==> src/rtl/mesh_sort_pkg.sv <==
// Shared constants and types for the mesh sorting array.
// Imported by the sequencer and the PE array top.
package mesh_sort_pkg;

    localparam logic [3:0] HALF_ODD   = 4'd0;
    localparam logic [3:0] HALF_EVEN  = 4'd1;
    localparam logic [3:0] FULL_ODD   = 4'd2;
    localparam logic [3:0] FULL_EVEN  = 4'd3;
    localparam logic [3:0] COL_ODD    = 4'd4;
    localparam logic [3:0] COL_EVEN   = 4'd5;
    localparam logic [3:0] SNAKE_ODD  = 4'd6;
    localparam logic [3:0] SNAKE_EVEN = 4'd7;
    localparam logic [3:0] NOP        = 4'hF;

    typedef enum logic [2:0] {
        S_IDLE,
        S_LOAD,
        S_HALF,
        S_FULL,
        S_COL,
        S_FINAL,
        S_DONE
    } fsm_e;

    typedef enum logic [1:0] {
        PH_HALF  = 2'd0,
        PH_FULL  = 2'd1,
        PH_COL   = 2'd2,
        PH_FINAL = 2'd3
    } phase_e;

    // Busy cycles of one sort: LOAD plus every transposition step.
    function automatic int total_steps(int rows, int cols, int rounds);
        return 1 + rounds * (2 * cols + rows) + cols;
    endfunction

    function automatic int max2(int a, int b);
        return (a > b) ? a : b;
    endfunction

endpackage

==> src/rtl/mesh_sort_ctrl_if.sv <==
// Host/PE-facing bundle of the mesh sort sequencer.
// master is the sequencer side, slave the host/array side.
interface mesh_sort_ctrl_if;
    import mesh_sort_pkg::*;

    logic       start;
    logic       pe_load;
    logic [3:0] state;
    logic       busy;
    logic       done;
    phase_e     phase;

    modport master (
        input  start,
        output pe_load,
        output state,
        output busy,
        output done,
        output phase
    );

    modport slave (
        output start,
        input  pe_load,
        input  state,
        input  busy,
        input  done,
        input  phase
    );

endinterface

==> src/rtl/mesh_step_counter.sv <==
// Phase step counter: load captures the terminal count and clears.
// last flags the final step of the current phase.
module mesh_step_counter #(
    parameter int W = 3
) (
    input  logic         clk,
    input  logic         rst,
    input  logic         ld,
    input  logic         en,
    input  logic [W-1:0] term,
    output logic         odd,
    output logic         last
);

    logic [W-1:0] cnt_q;
    logic [W-1:0] term_q;

    always_ff @(posedge clk or negedge rst) begin
        if (!rst) begin
            cnt_q  <= '0;
            term_q <= '0;
        end else if (ld) begin
            cnt_q  <= '0;
            term_q <= term;
        end else if (en) begin
            cnt_q  <= cnt_q + 1'b1;
        end
    end

    assign odd  = cnt_q[0];
    assign last = (cnt_q == term_q);

endmodule

==> src/rtl/mesh_sort_ctrl.sv <==
// Mesh sort sequencer: drives PE state codes through the
// half/full/column rounds and a final row pass.
module mesh_sort_ctrl
    import mesh_sort_pkg::*;
#(
    parameter int ROWS   = 4,
    parameter int COLS   = 4,
    parameter int ROUNDS = 3
) (
    input  logic              clk,
    input  logic              rst,
    mesh_sort_ctrl_if.master  bus
);

    localparam int SW = $clog2(max2(ROWS, COLS)) + 1;
    localparam int RW = $clog2(ROUNDS) + 1;

    fsm_e          fsm_q;
    logic [RW-1:0] round_q;
    logic          odd;
    logic          last;
    logic          sorting;
    logic          ld;
    logic [SW-1:0] term;

    assign sorting = (fsm_q == S_HALF) || (fsm_q == S_FULL) ||
                     (fsm_q == S_COL)  || (fsm_q == S_FINAL);

    // Reload on every phase entry; the next phase length follows the current one.
    assign ld   = (fsm_q == S_LOAD) ||
                  (sorting && last && fsm_q != S_FINAL);
    assign term = (fsm_q == S_FULL) ? SW'(ROWS - 1) : SW'(COLS - 1);

    mesh_step_counter #(
        .W (SW)
    ) u_step (
        .clk  (clk),
        .rst  (rst),
        .ld   (ld),
        .en   (sorting),
        .term (term),
        .odd  (odd),
        .last (last)
    );

    // Outputs are decoded from the current state, so they trail it by one cycle.
    always_ff @(posedge clk or negedge rst) begin
        if (!rst) begin
            fsm_q       <= S_IDLE;
            round_q     <= '0;
            bus.pe_load <= 1'b0;
            bus.state   <= NOP;
            bus.busy    <= 1'b0;
            bus.done    <= 1'b0;
            bus.phase   <= PH_HALF;
        end else begin
            bus.pe_load <= 1'b0;
            bus.state   <= NOP;
            bus.busy    <= 1'b1;
            bus.done    <= 1'b0;
            bus.phase   <= PH_HALF;
            unique case (fsm_q)
                S_IDLE: begin
                    bus.busy <= 1'b0;
                    if (bus.start) fsm_q <= S_LOAD;
                end
                S_LOAD: begin
                    bus.pe_load <= 1'b1;
                    round_q     <= '0;
                    fsm_q       <= S_HALF;
                end
                S_HALF: begin
                    bus.state <= HALF_ODD | {3'b000, odd};
                    if (last) fsm_q <= S_FULL;
                end
                S_FULL: begin
                    bus.state <= FULL_ODD | {3'b000, odd};
                    bus.phase <= PH_FULL;
                    if (last) fsm_q <= S_COL;
                end
                S_COL: begin
                    bus.state <= COL_ODD | {3'b000, odd};
                    bus.phase <= PH_COL;
                    if (last) begin
                        if (round_q == RW'(ROUNDS - 1)) begin
                            fsm_q <= S_FINAL;
                        end else begin
                            round_q <= round_q + 1'b1;
                            fsm_q   <= S_HALF;
                        end
                    end
                end
                S_FINAL: begin
                    bus.state <= FULL_ODD | {3'b000, odd};
                    bus.phase <= PH_FINAL;
                    if (last) fsm_q <= S_DONE;
                end
                S_DONE: begin
                    bus.busy <= 1'b0;
                    bus.done <= 1'b1;
                    fsm_q    <= S_IDLE;
                end
                default: fsm_q <= S_IDLE;
            endcase
        end
    end

endmodule

==> src/flat_wrapper.sv <==
// flat-port wrapper written by rule: the top's interface ports become plain ports
module mesh_sort_ctrl_flat import mesh_sort_pkg::*;
#(
    parameter int ROWS   = 4,
    parameter int COLS   = 4,
    parameter int ROUNDS = 3
)
  (clk, rst, bus_start, bus_pe_load, bus_state, bus_busy, bus_done, bus_phase);
  mesh_sort_ctrl_if bus_i ();
  input  logic clk;
  input  logic rst;
  input wire logic [$bits(bus_i.start)-1:0] bus_start;
  output wire logic [$bits(bus_i.pe_load)-1:0] bus_pe_load;
  output wire logic [$bits(bus_i.state)-1:0] bus_state;
  output wire logic [$bits(bus_i.busy)-1:0] bus_busy;
  output wire logic [$bits(bus_i.done)-1:0] bus_done;
  output wire logic [$bits(bus_i.phase)-1:0] bus_phase;
  assign bus_i.start = bus_start;
  assign bus_pe_load = bus_i.pe_load;
  assign bus_state = bus_i.state;
  assign bus_busy = bus_i.busy;
  assign bus_done = bus_i.done;
  assign bus_phase = bus_i.phase;
  mesh_sort_ctrl #(.ROWS(ROWS), .COLS(COLS), .ROUNDS(ROUNDS)) u_core (.clk(clk), .rst(rst), .bus(bus_i));
endmodule
==> config.mk <==
export PLATFORM = sky130hd
export DESIGN_NAME = mesh_sort_ctrl_flat
export DESIGN_NICKNAME = d
export VERILOG_FILES = /design/src/rtl/mesh_sort_pkg.sv /design/src/rtl/mesh_sort_ctrl_if.sv /design/src/rtl/mesh_step_counter.sv /design/src/rtl/mesh_sort_ctrl.sv /design/src/flat_wrapper.sv
export SDC_FILE = /design/constraint.sdc
export NUM_CORES = 1
export LEC_CHECK = 0
export ABC_AREA = 1
export CAP_MARGIN = 10
export CORE_MARGIN = 3
export CORE_UTILIZATION = 40
export CTS_CLUSTER_DIAMETER = 200
export DETAILED_ROUTE_END_ITERATION = 8
export PLACE_DENSITY_LB_ADDON = 0.05
export SLEW_MARGIN = 20
export SYNTH_ARGS = -nofsm -noshare
export SYNTH_HDL_FRONTEND = slang
export SYNTH_SLANG_ARGS = --single-unit
==> constraint.sdc <==
create_clock -name clk -period 1.4 [get_ports clk]
set_clock_uncertainty 0.05 [all_clocks]
set_input_delay 0.21 -clock clk [delete_from_list [all_inputs] [get_ports clk]]
set_output_delay 0.21 -clock clk [all_outputs]
set_load 0.02 [all_outputs]
# Word-level counts from Yosys, hierarchy flattened

Index checks and enable logic that the tools add are counted.

Flip-flop bits (word level): 19
Output and inout port bits: 9
Logic and storage cells: 56

Add/sub/neg operators: 2
Eq/ne operators: 15
Multiplexer cells: 17
Reductions and logical operators: 13

Operator list:

| kind                                                                    | number |
|---|---|
| 3-bit 2-to-1 mux                                                        | 10 |
| 3-bit case mux with 6 select lines                                      | 1 |
| 4-bit case mux with 3 select lines                                      | 1 |
| 3-bit by 2-bit == test with 1-bit output, second input constant         | 3 |
| 3-bit == test, second input constant                                    | 3 |
| 2-bit by 1-bit inequality test with 1-bit output, second input constant | 4 |
| 3-bit by 1-bit adder with 3-bit output, second input constant           | 2 |
| 2-bit case mux with 3 select lines                                      | 1 |
| 3-bit case mux with 2 select lines                                      | 1 |
| 5-bit AND reduction                                                     | 1 |
| 1-bit logical OR                                                        | 4 |
| 2-bit inequality test, second input constant                            | 2 |
| 2-bit nonzero test                                                      | 2 |
| 2-bit OR reduction                                                      | 2 |
| 3-bit by 1-bit == test with 1-bit output, second input constant         | 1 |
| 3-bit by 2-bit == test with 1-bit output                                | 1 |
| 3-bit logical NOT                                                       | 1 |
| 1-bit 2-to-1 mux                                                        | 3 |
| 3-bit inequality test, second input constant                            | 1 |
| 3-bit AND reduction                                                     | 1 |
| 1-bit logical AND                                                       | 2 |

# Logic depth before layout (Yosys ltp)

Word-level depth: 8
Depth in mapped cells: 8
Gate-level depth less buffers: 8

# By module

Synthesis repeated with hierarchy kept, for this count alone.

Cell total of the unflattened synthesis: 115
Area total of the unflattened synthesis: 1001.0 µm²

Modules (own cells, without submodules):

| module            | instances | cells each | area an instance (µm²) | sequential area each (µm²) |
|---|---|---|---|---|
| mesh_sort_ctrl    | 1         | 81         | 715.7                  | 380.4 |
| mesh_step_counter | 1         | 34         | 285.3                  | 150.1 |

# Least setup slack after synthesis

OpenSTA, ideal clock, no wires.

Path type: register to register
From: reg u_core.fsm_q[1]
To: reg u_core.round_q[2]
Library setup time: 0.117 ns
Arrival time: 1.123 ns
Required time: 1.233 ns
Path slack: 0.111 ns
Stages on the path, launching flop included: 9
Buffers on the path: 0
Clock period less this slack: 1.289 ns
Cell sequence: dfrtp_1 nor2_2 nand2_1 inv_2 nand3_1 nand2_2 nand2_1 nand2_1 nand2_1

Longest elaborated chain between the ends: 3
Elaborated cells on any way between the ends: 7

Ends and longest elaborated chain:

| what                                                                                            | line                 | source |
|---|---|---|
| from (decl)                                                                                     | mesh_sort_ctrl.sv:18 | `fsm_e fsm_q;` |
| from (signal assigned)                                                                          | mesh_sort_ctrl.sv:49 | `fsm_q <= S_IDLE;` |
| from (signal assigned)                                                                          | mesh_sort_ctrl.sv:65 | `if (bus.start) fsm_q <= S_LOAD;` |
| from (signal assigned)                                                                          | mesh_sort_ctrl.sv:70 | `fsm_q <= S_HALF;` |
| 3-bit == test / 3-bit by 1-bit == test with 1-bit output (equally long branches)                | mesh_sort_ctrl.sv:62 | `unique case (fsm_q)` |
| 2-bit by 1-bit inequality test with 1-bit output (no source line), or another cell as far along | --                   |  |
| 3-bit AND reduction (no source line)                                                            | --                   |  |
| to (signal assigned)                                                                            | mesh_sort_ctrl.sv:88 | `round_q <= round_q + 1'b1;` |
| to (decl)                                                                                       | mesh_sort_ctrl.sv:19 | `logic [RW-1:0] round_q;` |

Several ways; a longest one is shown, not always the timed one.
A chain may end at the register's enable or synchronous reset.

# Worst setup path in the final report

From: reg u_core.fsm_q[2]
To: reg u_core.u_step.cnt_q[0]

Longest elaborated chain between the ends: 8
Elaborated cells on any way between the ends: 14

Ends and longest elaborated chain:

| what                                                          | line                    | source |
|---|---|---|
| 3-bit by 2-bit == test with 1-bit output                      | mesh_sort_ctrl.sv:26    | `assign sorting = (fsm_q == S_HALF) \|\| (fsm_q == S_FULL) \|\|` |
| 1-bit logical OR (2 in series)                                | mesh_sort_ctrl.sv:26    |  |
| 1-bit logical OR                                              | mesh_sort_ctrl.sv:27    | `(fsm_q == S_COL) \|\| (fsm_q == S_FINAL);` |
| 1-bit logical AND (2 in series)                               | mesh_sort_ctrl.sv:31    | `(sorting && last && fsm_q != S_FINAL);` |
| 1-bit logical OR                                              | mesh_sort_ctrl.sv:30    | `assign ld = (fsm_q == S_LOAD) \|\|` |
| 3-bit 2-to-1 mux / 2-bit nonzero test (equally long branches) | --                      |  |
| to (signal assigned)                                          | mesh_step_counter.sv:26 | `cnt_q <= cnt_q + 1'b1;` |
| to (decl)                                                     | mesh_step_counter.sv:15 | `logic [W-1:0] cnt_q;` |

Several ways; a longest one is shown, not always the timed one.

==> results.json <==
{
  "arrival_ps": 1500,
  "ff2ff_setup_slack_ps": 90,
  "r2r_start": "u_core.fsm_q[2]",
  "drc": 0,
  "ys_seq_area_share_pct": 54.16,
  "die_y_um": 53.10,
  "antenna_left": 0,
  "period_needed_ps": 1314,
  "yosysWarnings": 0,
  "syn_nets": 109,
  "die-area_sq_um": 2819,
  "cp-end-kind": "register",
  "clk_pin_slew_ps": 100,
  "cts_tree": "done",
  "fin_crit_sh_pct": 93.84,
  "drt_wl_total_um": 1421,
  "ys_types": 20,
  "r2r-end": "u_core.u_step.cnt_q[0]",
  "hpwl_um": 1063,
  "nets": 133,
  "tightest_slew_ps": 231.3,
  "crit_type": "reg -> reg",
  "htree_levels": 1,
  "port_buffers": 11,
  "firstDrtPassIters": 4,
  "setup_viol": 0,
  "dr_total_vias": 677,
  "drtIter0Drc": 5,
  "cts_buffer_depth": 2,
  "gp_congestion": 0.8379,
  "initial_core_util_pct": 43.87,
  "clock-root-buffer": "clkbuf_4",
  "area_growth_syn_to_layout_pct": 25.25,
  "ir_drop_uv": 1354,
  "max_freq_mhz": 761.2,
  "synth.ff_latch_count": 19,
  "rsz0062_at_grt": "false",
  "cts_hold_buffers": 0,
  "clk_latency_ps": 300,
  "max_cap_viol_count": 0,
  "cts_sinks": 19,
  "grt_pass1_vias": 611,
  "num_antenna_cells": 0,
  "wl_per_cell_um": 9.288,
  "core_area_sq_um": 2022,
  "overflow": 0,
  "final_common_cell": "nand2_1",
  "power_mw": 2.318,
  "io-pin-count": 12,
  "drt-vias-per-instance": 4.425,
  "antenna_found_initial": 0,
  "finalSetupTns_ps": 0,
  "rows": 16,
  "slew_headroom_pct": 84.58,
  "slew_viol_final": 0,
  "cp-start-kind": "register",
  "cts_made_buffers": 3,
  "syn-cell-area_sq_um": 887.1,
  "design_area_sq_um": 1111,
  "synth_area_per_cell_sq_um": 8.613,
  "final_cell_mix": "nand2_1 (28), dfrtp_1 (12), inv_1 (11)",
  "critPathMaxFanout": 7,
  "p_per_area_nw_per_um2": 2086,
  "p_leak_nw": 0.5973,
  "cp_data_required_time_ps": 1590,
  "syn_inst": 103,
  "die_width_um": 53.10,
  "grt_pass1_wl_um": 2559,
  "hold_viol_final": 0,
  "reg2reg_depth": 8,
  "grt_max_degree": 20,
  "hold_class": "in -> async",
  "run_status": "complete, no violations",
  "drive_gt1_share_pct": 31.75,
  "dpl-instance-area_sq_um": 1069,
  "grt_util_all_layers_pct": 12.86
}
state kept, by name, indices dropped and copies added (netlist names):
| signal | count |
|---|---|
| u_core.fsm_q | 3 |
| u_core.bus.done | 1 |
| u_core.bus.busy | 1 |
| u_core.bus.state | 4 |
| u_core.round_q | 3 |
| u_core.bus.phase | 2 |
| u_core.u_step.term_q | 1 |
| u_core.u_step.cnt_q | 3 |
| u_core.bus.pe_load | 1 |
logic make-up after synthesis:
kind of cell | Yosys count | share of synthesized area (%)
simple gates | 56 | 28.35
flops | 19 | 54.16
buf+inv | 16 | 7.052
compound gates | 7 | 4.232
fa+ha+maj | 3 | 4.232
xor+xnor | 2 | 1.975
per-layer routing:
metal | part of all wire, % | global-route usage (%) | vias up
li1 | - | - | 366
met1 | 47 | 15.25 | 295
met2 | 45 | 20.04 | 12
met3 | 5.6 | 3.380 | 4
met4 | 2.7 | 8.936 | 0
met5 | 0 | 0 | -
critical path, stage by stage (launching register included):
cell and delay [ps]:
dfrtp_2 470, inv_2 130, nand2_2 80, nand2_4 100, inv_4 40, or2_4 230, nand2_2 60, inv_2 30
nor2_2 80
worst max-delay path by stage:
| stage | from | to | slack, ps | depth (start not counted) |
|---|---|---|---|---|
| after floorplan | u_core.fsm_q[1] | u_core.round_q[2] | 110 | 8 |
| after global placement | u_core.fsm_q[1] | u_core.round_q[0] | 40 | 8 |
| after detailed placement | u_core.fsm_q[1] | u_core.round_q[0] | 30 | 8 |
| after CTS | u_core.bus.state[2] | bus_state[2] | 20 | 1 |
| after global routing | u_core.fsm_q[2] | u_core.u_step.cnt_q[0] | 8 | 8 |
| final | u_core.fsm_q[2] | u_core.u_step.cnt_q[0] | 90 | 8 |
layout make-up:
class | count | area [sq um]
fill | 192 | 910.9
sequential | 19 | 484.2
multi-input combinational | 68 | 359.1
timing repair buffer | 19 | 143.9
inverter | 16 | 62.56
tap | 27 | 33.78
clock buffer | 3 | 22.52
clock inverter | 1 | 5.005
Yosys cell counts:
cell type | instances | area, sq um
a21oi_1 | 2 | 10.01
a22oi_1 | 1 | 7.510
dfrtp_1 | 15 | 375.4
dfstp_2 | 4 | 105.1
ha_1 | 3 | 37.54
inv_1 | 12 | 45.04
inv_2 | 3 | 11.26
inv_4 | 1 | 6.260
nand2_1 | 30 | 112.6
nand2_2 | 4 | 25.02
nand2_4 | 1 | 11.26
nand3_1 | 7 | 35.03
nand3b_1 | 1 | 7.510
nor2_1 | 9 | 33.78
nor2_2 | 2 | 12.51
nor3_1 | 1 | 5.000
o21ai_0 | 4 | 20.02
or2_4 | 1 | 8.760
xnor2_1 | 1 | 8.760
xor2_1 | 1 | 8.760
power breakdown:
group | total (mW) | internal, mW | switching, mW
Clock | 0.269 | 0.106 | 0.163
Combinational | 1.14 | 0.466 | 0.670
Sequential | 0.913 | 0.782 | 0.131
what timing repair did:
| item | in CTS | in global routing |
|---|---|---|
| gates cloned | 0 | 0 |
| buffers inserted | 0 | 3 |
| pin swaps | 0 | 0 |
| endpoints found under the setup margin | 9 | 11 |
| gates resized for setup | 13 | 13 |
stage by stage:
stage / instances / hold WS (ps) / util [%] / setup slack, ps
floorplan: 103 / -135.6 / - / 110.6
global placement: 146 / 440.4 / 52.85 / 37.15
detailed placement: 146 / 444.7 / 52.85 / 28.46
CTS: 150 / 182.0 / 53.90 / 16.14
global route: 153 / 177.5 / 54.95 / 7.830
finish: 153 / 180.4 / 54.95 / 86.31
Note: power is estimated with default switching activity, not from simulation.
